**src/rtl/tt_pkg.sv**
```systemverilog
// Shared types and constants for the truth-table sequencer.
package tt_pkg;

  localparam int unsigned NInDefault = 2;
  localparam int unsigned SettleW    = 4;

  typedef enum logic [1:0] {
    StIdle,
    StDrive,
    StSample,
    StDone
  } state_t;

endpackage

```
**src/rtl/settle_timer.sv**
```systemverilog
// Loadable down-counter with a zero flag; paces how long each vector is held.
module settle_timer
  import tt_pkg::*;
(
  input  logic               clk,
  input  logic               rst_n,
  input  logic               load,
  input  logic [SettleW-1:0] load_val,
  input  logic               enable,
  output logic               zero
);

  logic [SettleW-1:0] count_q, count_d;

  always_comb begin
    count_d = count_q;
    if (load) begin
      count_d = load_val;
    end else if (enable && (count_q != '0)) begin
      count_d = count_q - SettleW'(1);
    end
  end

  always_ff @(posedge clk or negedge rst_n) begin
    if (!rst_n) begin
      count_q <= '0;
    end else begin
      count_q <= count_d;
    end
  end

  assign zero = (count_q == '0);

endmodule

```
**src/rtl/truth_table_sequencer.sv**
```systemverilog
// Walks every stimulus vector, holds it SETTLE cycles, then compares two responses.
module truth_table_sequencer
  import tt_pkg::*;
#(
  parameter int unsigned N_IN   = NInDefault,
  parameter int unsigned SETTLE = 1
) (
  input  logic            clk,
  input  logic            rst_n,
  input  logic            start,
  input  logic            resp_a,
  input  logic            resp_b,
  output logic [N_IN-1:0] stim,
  output logic            busy,
  output logic            done,
  output logic            mismatch,
  output logic [N_IN:0]   err_count,
  output logic [N_IN-1:0] first_err_vec,
  output logic            first_err_valid
);

  localparam logic [N_IN-1:0]    LastVec    = '1;
  localparam logic [N_IN-1:0]    StimOne    = N_IN'(1);
  localparam logic [N_IN:0]      ErrOne     = (N_IN + 1)'(1);
  localparam logic [SettleW-1:0] SettleLoad = SettleW'(SETTLE - 1);

  state_t          state_q, state_d;
  logic [N_IN-1:0] stim_q, stim_d;
  logic [N_IN:0]   err_q, err_d;
  logic [N_IN-1:0] fev_q, fev_d;
  logic            fvalid_q, fvalid_d;
  logic            mism_q, mism_d;
  logic            tmr_load, tmr_en, tmr_zero;

  settle_timer u_settle_timer (
    .clk      (clk),
    .rst_n    (rst_n),
    .load     (tmr_load),
    .load_val (SettleLoad),
    .enable   (tmr_en),
    .zero     (tmr_zero)
  );

  always_comb begin
    state_d  = state_q;
    stim_d   = stim_q;
    err_d    = err_q;
    fev_d    = fev_q;
    fvalid_d = fvalid_q;
    mism_d   = 1'b0;
    tmr_load = 1'b0;
    tmr_en   = 1'b0;
    unique case (state_q)
      StIdle, StDone: begin
        if (start) begin
          state_d  = StDrive;
          stim_d   = '0;
          err_d    = '0;
          fev_d    = '0;
          fvalid_d = 1'b0;
          tmr_load = 1'b1;
        end
      end
      StDrive: begin
        if (tmr_zero) begin
          state_d = StSample;
        end else begin
          tmr_en = 1'b1;
        end
      end
      StSample: begin
        if (resp_a != resp_b) begin
          err_d  = err_q + ErrOne;
          mism_d = 1'b1;
          if (!fvalid_q) begin
            fvalid_d = 1'b1;
            fev_d    = stim_q;
          end
        end
        // Last vector: park in DONE with stim left on the final value.
        if (stim_q == LastVec) begin
          state_d = StDone;
        end else begin
          state_d  = StDrive;
          stim_d   = stim_q + StimOne;
          tmr_load = 1'b1;
        end
      end
      default: state_d = StIdle;
    endcase
  end

  always_ff @(posedge clk or negedge rst_n) begin
    if (!rst_n) begin
      state_q  <= StIdle;
      stim_q   <= '0;
      err_q    <= '0;
      fev_q    <= '0;
      fvalid_q <= 1'b0;
      mism_q   <= 1'b0;
    end else begin
      state_q  <= state_d;
      stim_q   <= stim_d;
      err_q    <= err_d;
      fev_q    <= fev_d;
      fvalid_q <= fvalid_d;
      mism_q   <= mism_d;
    end
  end

  assign stim            = stim_q;
  assign busy            = (state_q == StDrive) || (state_q == StSample);
  assign done            = (state_q == StDone);
  assign mismatch        = mism_q;
  assign err_count       = err_q;
  assign first_err_vec   = fev_q;
  assign first_err_valid = fvalid_q;

endmodule

```
**config.mk**
```make
export PLATFORM = sky130hd
export DESIGN_NAME = truth_table_sequencer
export DESIGN_NICKNAME = d
export VERILOG_FILES = /design/src/rtl/tt_pkg.sv /design/src/rtl/settle_timer.sv /design/src/rtl/truth_table_sequencer.sv
export SDC_FILE = /design/constraint.sdc
export NUM_CORES = 1
export LEC_CHECK = 0
export CELL_PAD_IN_SITES_DETAIL_PLACEMENT = 0
export CELL_PAD_IN_SITES_GLOBAL_PLACEMENT = 1
export CORE_MARGIN = 2
export CORE_UTILIZATION = 40
export DETAILED_ROUTE_END_ITERATION = 8
export PLACE_DENSITY = 0.76
export SLEW_MARGIN = 20
export SYNTH_ARGS = -nofsm -noshare
export SYNTH_HDL_FRONTEND = slang
export SYNTH_HIERARCHICAL = 1
export SYNTH_SLANG_ARGS = --single-unit
```
**constraint.sdc**
```tcl
create_clock -name clk -period 2.55 [get_ports clk]
set_input_delay 0.3825 -clock clk [delete_from_list [all_inputs] [get_ports clk]]
set_output_delay 0.3825 -clock clk [all_outputs]
set_load 0.01 [all_outputs]
```
==> key figures, run 1 <==
Synthesis
  • Seq/Total Area, Yosys: 0.384
  • Cells after Synth: 95
  • Yosys top cell by area: dfrtp_1
  • Seq cells post-synth: 15
  • EDFF count, synth: 0
  • Synth Warn #: 6
  • Async S/R FF share, synth: 1.00
  • Largest cells by area after synthesis: dfrtp_1 38%, ha_1 10%, inv_1 3.8%
  • Synthesized cell area: 978 um^2
  • Syn avg cell area: 10.3 um^2
  • Unique masters post-synth: 39
  • Top cell type's share of synthesized area: 0.384
  • Top_reg_cell synth: dfrtp_1

Detailed routing
  • DR DRC count: 0
  • Number of vias per cell: 5.12
  • Vias: 727
  • Initial drt markers: 1
  • DR WL/cell: 12.9 um
  • First drt pass iteration count: 4
  • Final WL: 1840 um
  • Final ANT Viol Nets: 0

GRT
  • GRT Overall Usage: 0.156
  • Initial antenna violation count: 0
  • First-pass GRT wire length: 3130 um
  • Largest net degree at the start of global routing: 16
  • Vias in the first global route: 674
  • Grt ovf: 0

Die
  • Die area: 2860 um^2
  • I/O pin total: 16
  • Die height: 53.5 um
  • Chip width: 53.5 um
  • # rows: 17
  • Initial Utilization: 0.434
  • Core Box Area: 2250 um^2

Flow run
  • Max_cap viols: 0

Timing
  • Min Tclk post-route: 2.14 ns
  • Actual slew at the worst max-slew pin: 0.683 ns
  • Final setup viols: 0
  • Final hold violation count: 0
  • Final Slew Violations: 0
  • Worst slew margin: 0.543
  • FMAX: 467 MHz
  • Tcrit/Tclk final: 0.839
  • Setup TNS: 0 ns
  • RSZ-0062 raised after global routing: no
  • Clk_skew: 0.00254 ns

Placed design
  • DP HPWL: 1370 um
  • IO Port Bufs: 15
  • Placed cell count: 138
  • Final GP Congestion: 0.755

Clocking
  • H-tree Lvls: 1
  • Post-CTS Setup Inserts: 0
  • Hold buffers post-CTS: 0
  • CTS tree: done
  • CTS buffer count: 3
  • Root buffer cell: clkbuf_4
  • Reg clk slew, reported paths: 0.09 ns
  • Worst-case clock buffer depth: 2
  • Clk Latency, worst-skew pair: 0.28 ns
  • CTS sink count: 15
  • # resized after CTS: 0

Min path
  • Worst min path class: in -> async

Run status
  • Outcome: finished, final reports clean

Cells and area
  • Fin cells: 142
  • Nets: 128
  • Share of cells above drive strength 1: 0.132
  • Area delta synth->final: 20.3%
  • Ant. Diodes: 0

Setup path
  • Worst setup SP type: register
  • Crit Path Category: reg -> out
  • Critical path fanouts, max: 6
  • CP required: 2.17 ns
  • Endpoint class of the critical path: primary output
  • WP data arrival: 1.76 ns

Pwr
  • Power Total: 0.00110 W
  • Worst vdd ir: 0.000478 V
  • Power per cell area: 938 nW/um^2
  • Lkg Pwr: 0.533 nW
-- cells in the mapped netlist (3+ instances only) --
cell     count
nor2b_1      4
dfrtp_1     15
inv_1       10
ha_1         8
nor3_1       3
nand2_1      9
o21ai_0      6
mux2i_1      3
-- where the power goes --
group | switching, W | internal (W)
Combinational | 0.000284 | 0.000310
Clock | 0.0000781 | 0.0000607
Sequential | 0.0000701 | 0.000301
-- final timing paths --
kind	from	end	slack [ns]	cells past startpoint
setup / recovery	state_q[0]	busy	0.41	4
hold / removal	rst_n	mismatch	0.51	1
setup reg to reg	state_q[0]	first_err_valid	0.62	5
hold reg to reg	err_count[1]	err_count[1]	0.57	2
max in group asynchronous	rst_n	stim[0]	1.61	1
min in group clk	err_count[1]	err_count[1]	0.57	2
-- critical path, cell delays in order (launching register included) --
cell	delay [ns]
dfrtp_1	0.43
inv_1	0.08
ha_1	0.37
inv_1	0.07
clkdlybuf4s50_1	0.52
-- per-stage QoR --
stage	utilization	hold WS (ns)	area (um^2)	setup WS (ns)
finish	0.522	0.507	1180	0.410
global route	0.522	0.555	1180	0.250
CTS	0.522	0.537	1180	0.390
detailed placement	0.511	0.540	1150	0.576
global placement	0.511	0.540	1150	0.625
floorplan	-	0.0869	990	0.684
-- registers in the layout (all words and copies together), names as in the netlist --
| signal | count |
|---|---|
| stim | 2 |
| state_q | 2 |
| first_err_vec | 2 |
| first_err_valid | 1 |
| mismatch | 1 |
| u_settle_timer/count_q | 4 |
| err_count | 3 |
-- metal layers --
metal / global-route usage / share of wire
met1: 0.184 / 0.45
met2: 0.263 / 0.49
met3: 0.0424 / 0.045
met4: 0.0641 / 0.014
met5: 0 / 0
-- cell families (layout without fill, tap and decap cells) --
kind of cell | after synthesis | count (layout) | synth area share
muxes | 6 | 6 | 0.0690
AOI/OAI and AO/OA | 19 | 19 | 0.150
DFF | 15 | 15 | 0.384
buffers and inverters | 14 | 30 | 0.0703
xor gates and xnor gates | 1 | 1 | 0.0166
other | 1 | 4 | 0.00383
adders and majority gates | 8 | 8 | 0.102
and+or+nand+nor | 31 | 31 | 0.205
-- layout by cell type (no fill, tap or decap), types with 3 or more instances in the layout --
cell             synthesis  final
clkbuf_4                 0      3
clkdlybuf4s50_1          0     15
conb_1                   1      4
dfrtp_1                 15     15
ha_1                     8      8
inv_1                   10     10
mux2i_1                  3      3
nand2_1                  9      9
nor2b_1                  4      4
nor3_1                   3      3
o21ai_0                  6      6
-- layout make-up --
cell class              count  area, um^2
fillers                   222        1080
multi-input cells          69         546
flip-flops and latches     15         375
repair buffers             16         158
inverters                  10        37.5
well taps                  28        35.0
clock buffers               4        26.3
Power figures use the tool's default switching activity.
==> run 2, diff against run 1 <==
CORE_UTILIZATION = 36   (was 40)
PLACE_DENSITY = 0.72   (was 0.76)
clock period = 1.83 ns   (was 2.55 ns; I/O delays follow)
==> key figures, run 2 (same netlist as run 1, synthesis figures left out) <==
Pwr
  • Power per cell area: 1360 nW/um^2 (+45%)
  • Combinational share of power: 0.606 (+0.068)
  • Clock power share: 0.108 (-0.018)
  • Sw Ratio: 0.375 (-0.0165)
  • Worst vdd ir: 0.000851 V (+78%)
  • Switching Power: 0.000660 W (+53%)
  • Register share of total power: 0.286 (-0.050)
  • Internal Power: 0.00110 W (+64%)
  • Lkg Pwr: 0.596 nW (+12%)

Timing
  • Fin Hold WS: 0.301 ns (-0.206 ns)
  • Min Tclk post-route: 1.75 ns
  • Final hold violation count: 0 (unchanged)
  • Setup TNS: 0 ns (unchanged)
  • Tcrit/Tclk final: 0.958
  • RSZ-0062 raised after global routing: no
  • FMAX: 571 MHz
  • Clk_skew: 0.00997 ns (+0.00743 ns)
  • Final setup viols: 0 (unchanged)
  • Final Slew Violations: 0 (unchanged)

GRT
  • Largest net degree at the start of global routing: 16 (unchanged)
  • Grt ovf: 0 (unchanged)
  • Initial antenna violation count: 0 (unchanged)
  • Vias in the first global route: 735 (+9.1%)
  • GRT Overall Usage: 0.133 (-0.0232)
  • First-pass GRT wire length: 3330 um (+6.2%)

Cells and area
  • Commonest cells after routing, fill and taps aside: 14 x dfrtp_1, 14 x clkdlybuf4s50_1, 13 x buf_4
  • Biggest register: u_settle_timer/count_q
  • Area delta synth->final: 32.6%
  • Area of the multi-input gates: 573 um^2 (+5.0%)
  • Largest register FFs: 4 (unchanged)
  • Ant. Diodes: 0 (unchanged)
  • Share of cells above drive strength 1: 0.254 (+0.122)
  • Fillcell total: 246 (+11%)
  • Nets: 140 (+9.4%)
  • FF+latch area: 377 um^2 (+0.33%)

Clocking
  • H-tree Lvls: 1 (unchanged)
  • CTS sink count: 15 (unchanged)
  • Root buffer cell: clkbuf_4
  • Worst-case clock buffer depth: 2 (unchanged)
  • Reg clk slew, reported paths: 0.10 ns (about the same)
  • CTS buffer count: 3 (unchanged)
  • CTS tree: done
  • Clk Latency, worst-skew pair: 0.28 ns (about the same)

Run status
  • Outcome: finished, final reports clean

Die
  • Die area: 3150 um^2 (+10%)
  • Chip width: 56.1 um (+5.0%)
  • Initial Utilization: 0.388 (-0.0461)
  • Die height: 56.1 um (+5.0%)
  • Core Box Area: 2520 um^2 (+12%)
  • # rows: 18 (+1)
  • I/O pin total: 16 (unchanged)

Placed design
  • Final GP Congestion: 0.707 (-6.4%)
  • DP HPWL: 1490 um (+8.3%)
  • IO Port Bufs: 15 (unchanged)

Detailed routing
  • DR DRC count: 0 (unchanged)
  • First drt pass iteration count: 2 (-2)
  • Vias: 755 (+3.9%)
  • Initial drt markers: 6 (+5)
  • Final ANT Viol Nets: 0 (unchanged)
  • Number of vias per cell: 4.84 (-5.5%)
  • DR WL/cell: 12.5 um (-3.2%)
  • Final WL: 1950 um (+6.4%)

Setup path
  • R2R cell count: 7 (+2)
  • Endpoint class of the critical path: primary output
  • Worst setup SP type: register
  • WP data arrival: 1.48 ns (-0.28 ns)
  • Crit Path Category: reg -> out
  • Critical path fanouts, max: 4 (-2)
  • CP required: 1.56 ns (-0.61 ns)
  • CP Launch Point: state_q[0]
  • Worst R2R End: u_settle_timer/count_q[1]
  • Reg2reg setup slack: 0.08 ns (-0.54 ns)
  • FF-to-FF Start: state_q[1]
  • Crit path buf inv count: 2 (-1)
  • CP peak stage delay: 0.47 ns (-0.05 ns)
  • CP delay by family, top: buffers and inverters
  • Worst path depth: 3 (-1)
  • Worst path cell trace: buf_4 > ha_1 > clkdlybuf4s50_1
  • Slowest-stage cell, CP: clkdlybuf4s50_1
  • Critical path endpoint: done

Flow run
  • Max_cap viols: 0 (unchanged)

Min path
  • Worst min path class: in -> async
run 2: final cells by class:
cell class / count / share of cell area
well taps: 30 / 0.0289
inverters: 10 / 0.0289
clock buffers: 4 / 0.0203
multi-input cells: 69 / 0.442
flip-flops and latches: 15 / 0.290
repair buffers: 28 / 0.190
run 2: what timing repair did:
item / 4_1_cts / 5_1_grt
hold endpoints to repair: 0 / 0
hold buffers: 0 / 0
setup buffers: 1 / 2
setup endpoints to repair: 1 / 2
resized for setup: 3 / 3
run 2: power by group through the flow:
stage          Sequential (W)  Clock, W  Combinational [W]
2_1_floorplan        0.000515         0           0.000653
3_3_place_gp         0.000505         0           0.000972
3_5_place_dp         0.000512         0           0.000993
4_1_cts              0.000506  0.000201            0.00100
5_1_grt              0.000520  0.000223            0.00119
6_report             0.000504  0.000190            0.00107
run 2: stage by stage:
| step | instances | worst slack, ns | area (um^2) | util | power, W |
|---|---|---|---|---|---|
| floorplan | 98 | 0.0331 | 1000 | - | 0.00117 |
| global placement | 149 | 0.0907 | 1230 | 0.489 | 0.00148 |
| detailed placement | 149 | 0.0770 | 1230 | 0.489 | 0.00151 |
| CTS | 154 | 0.0385 | 1270 | 0.502 | 0.00171 |
| global route | 156 | 0.00185 | 1300 | 0.514 | 0.00194 |
| finish | 156 | 0.0774 | 1300 | 0.514 | 0.00176 |
run 2: how the worst min path moves through the flow:
stage / from / end / slack [ns]
finish: rst_n / err_count[2] / 0.30
detailed placement: first_err_valid / first_err_valid / 0.53
floorplan: rst_n / err_count[0] / -0.02
CTS: rst_n / err_count[2] / 0.30
global route: rst_n / err_count[2] / 0.31
global placement: first_err_valid / first_err_valid / 0.53
run 2: routing by layer:
metal  vias to the layer above  track usage  wire (um)
met3                         2       0.0302         51
li1                        391            -          -
met2                         8        0.220        955
met4                         0       0.0306         14
met5                         -            0          0
met1                       354        0.175        930
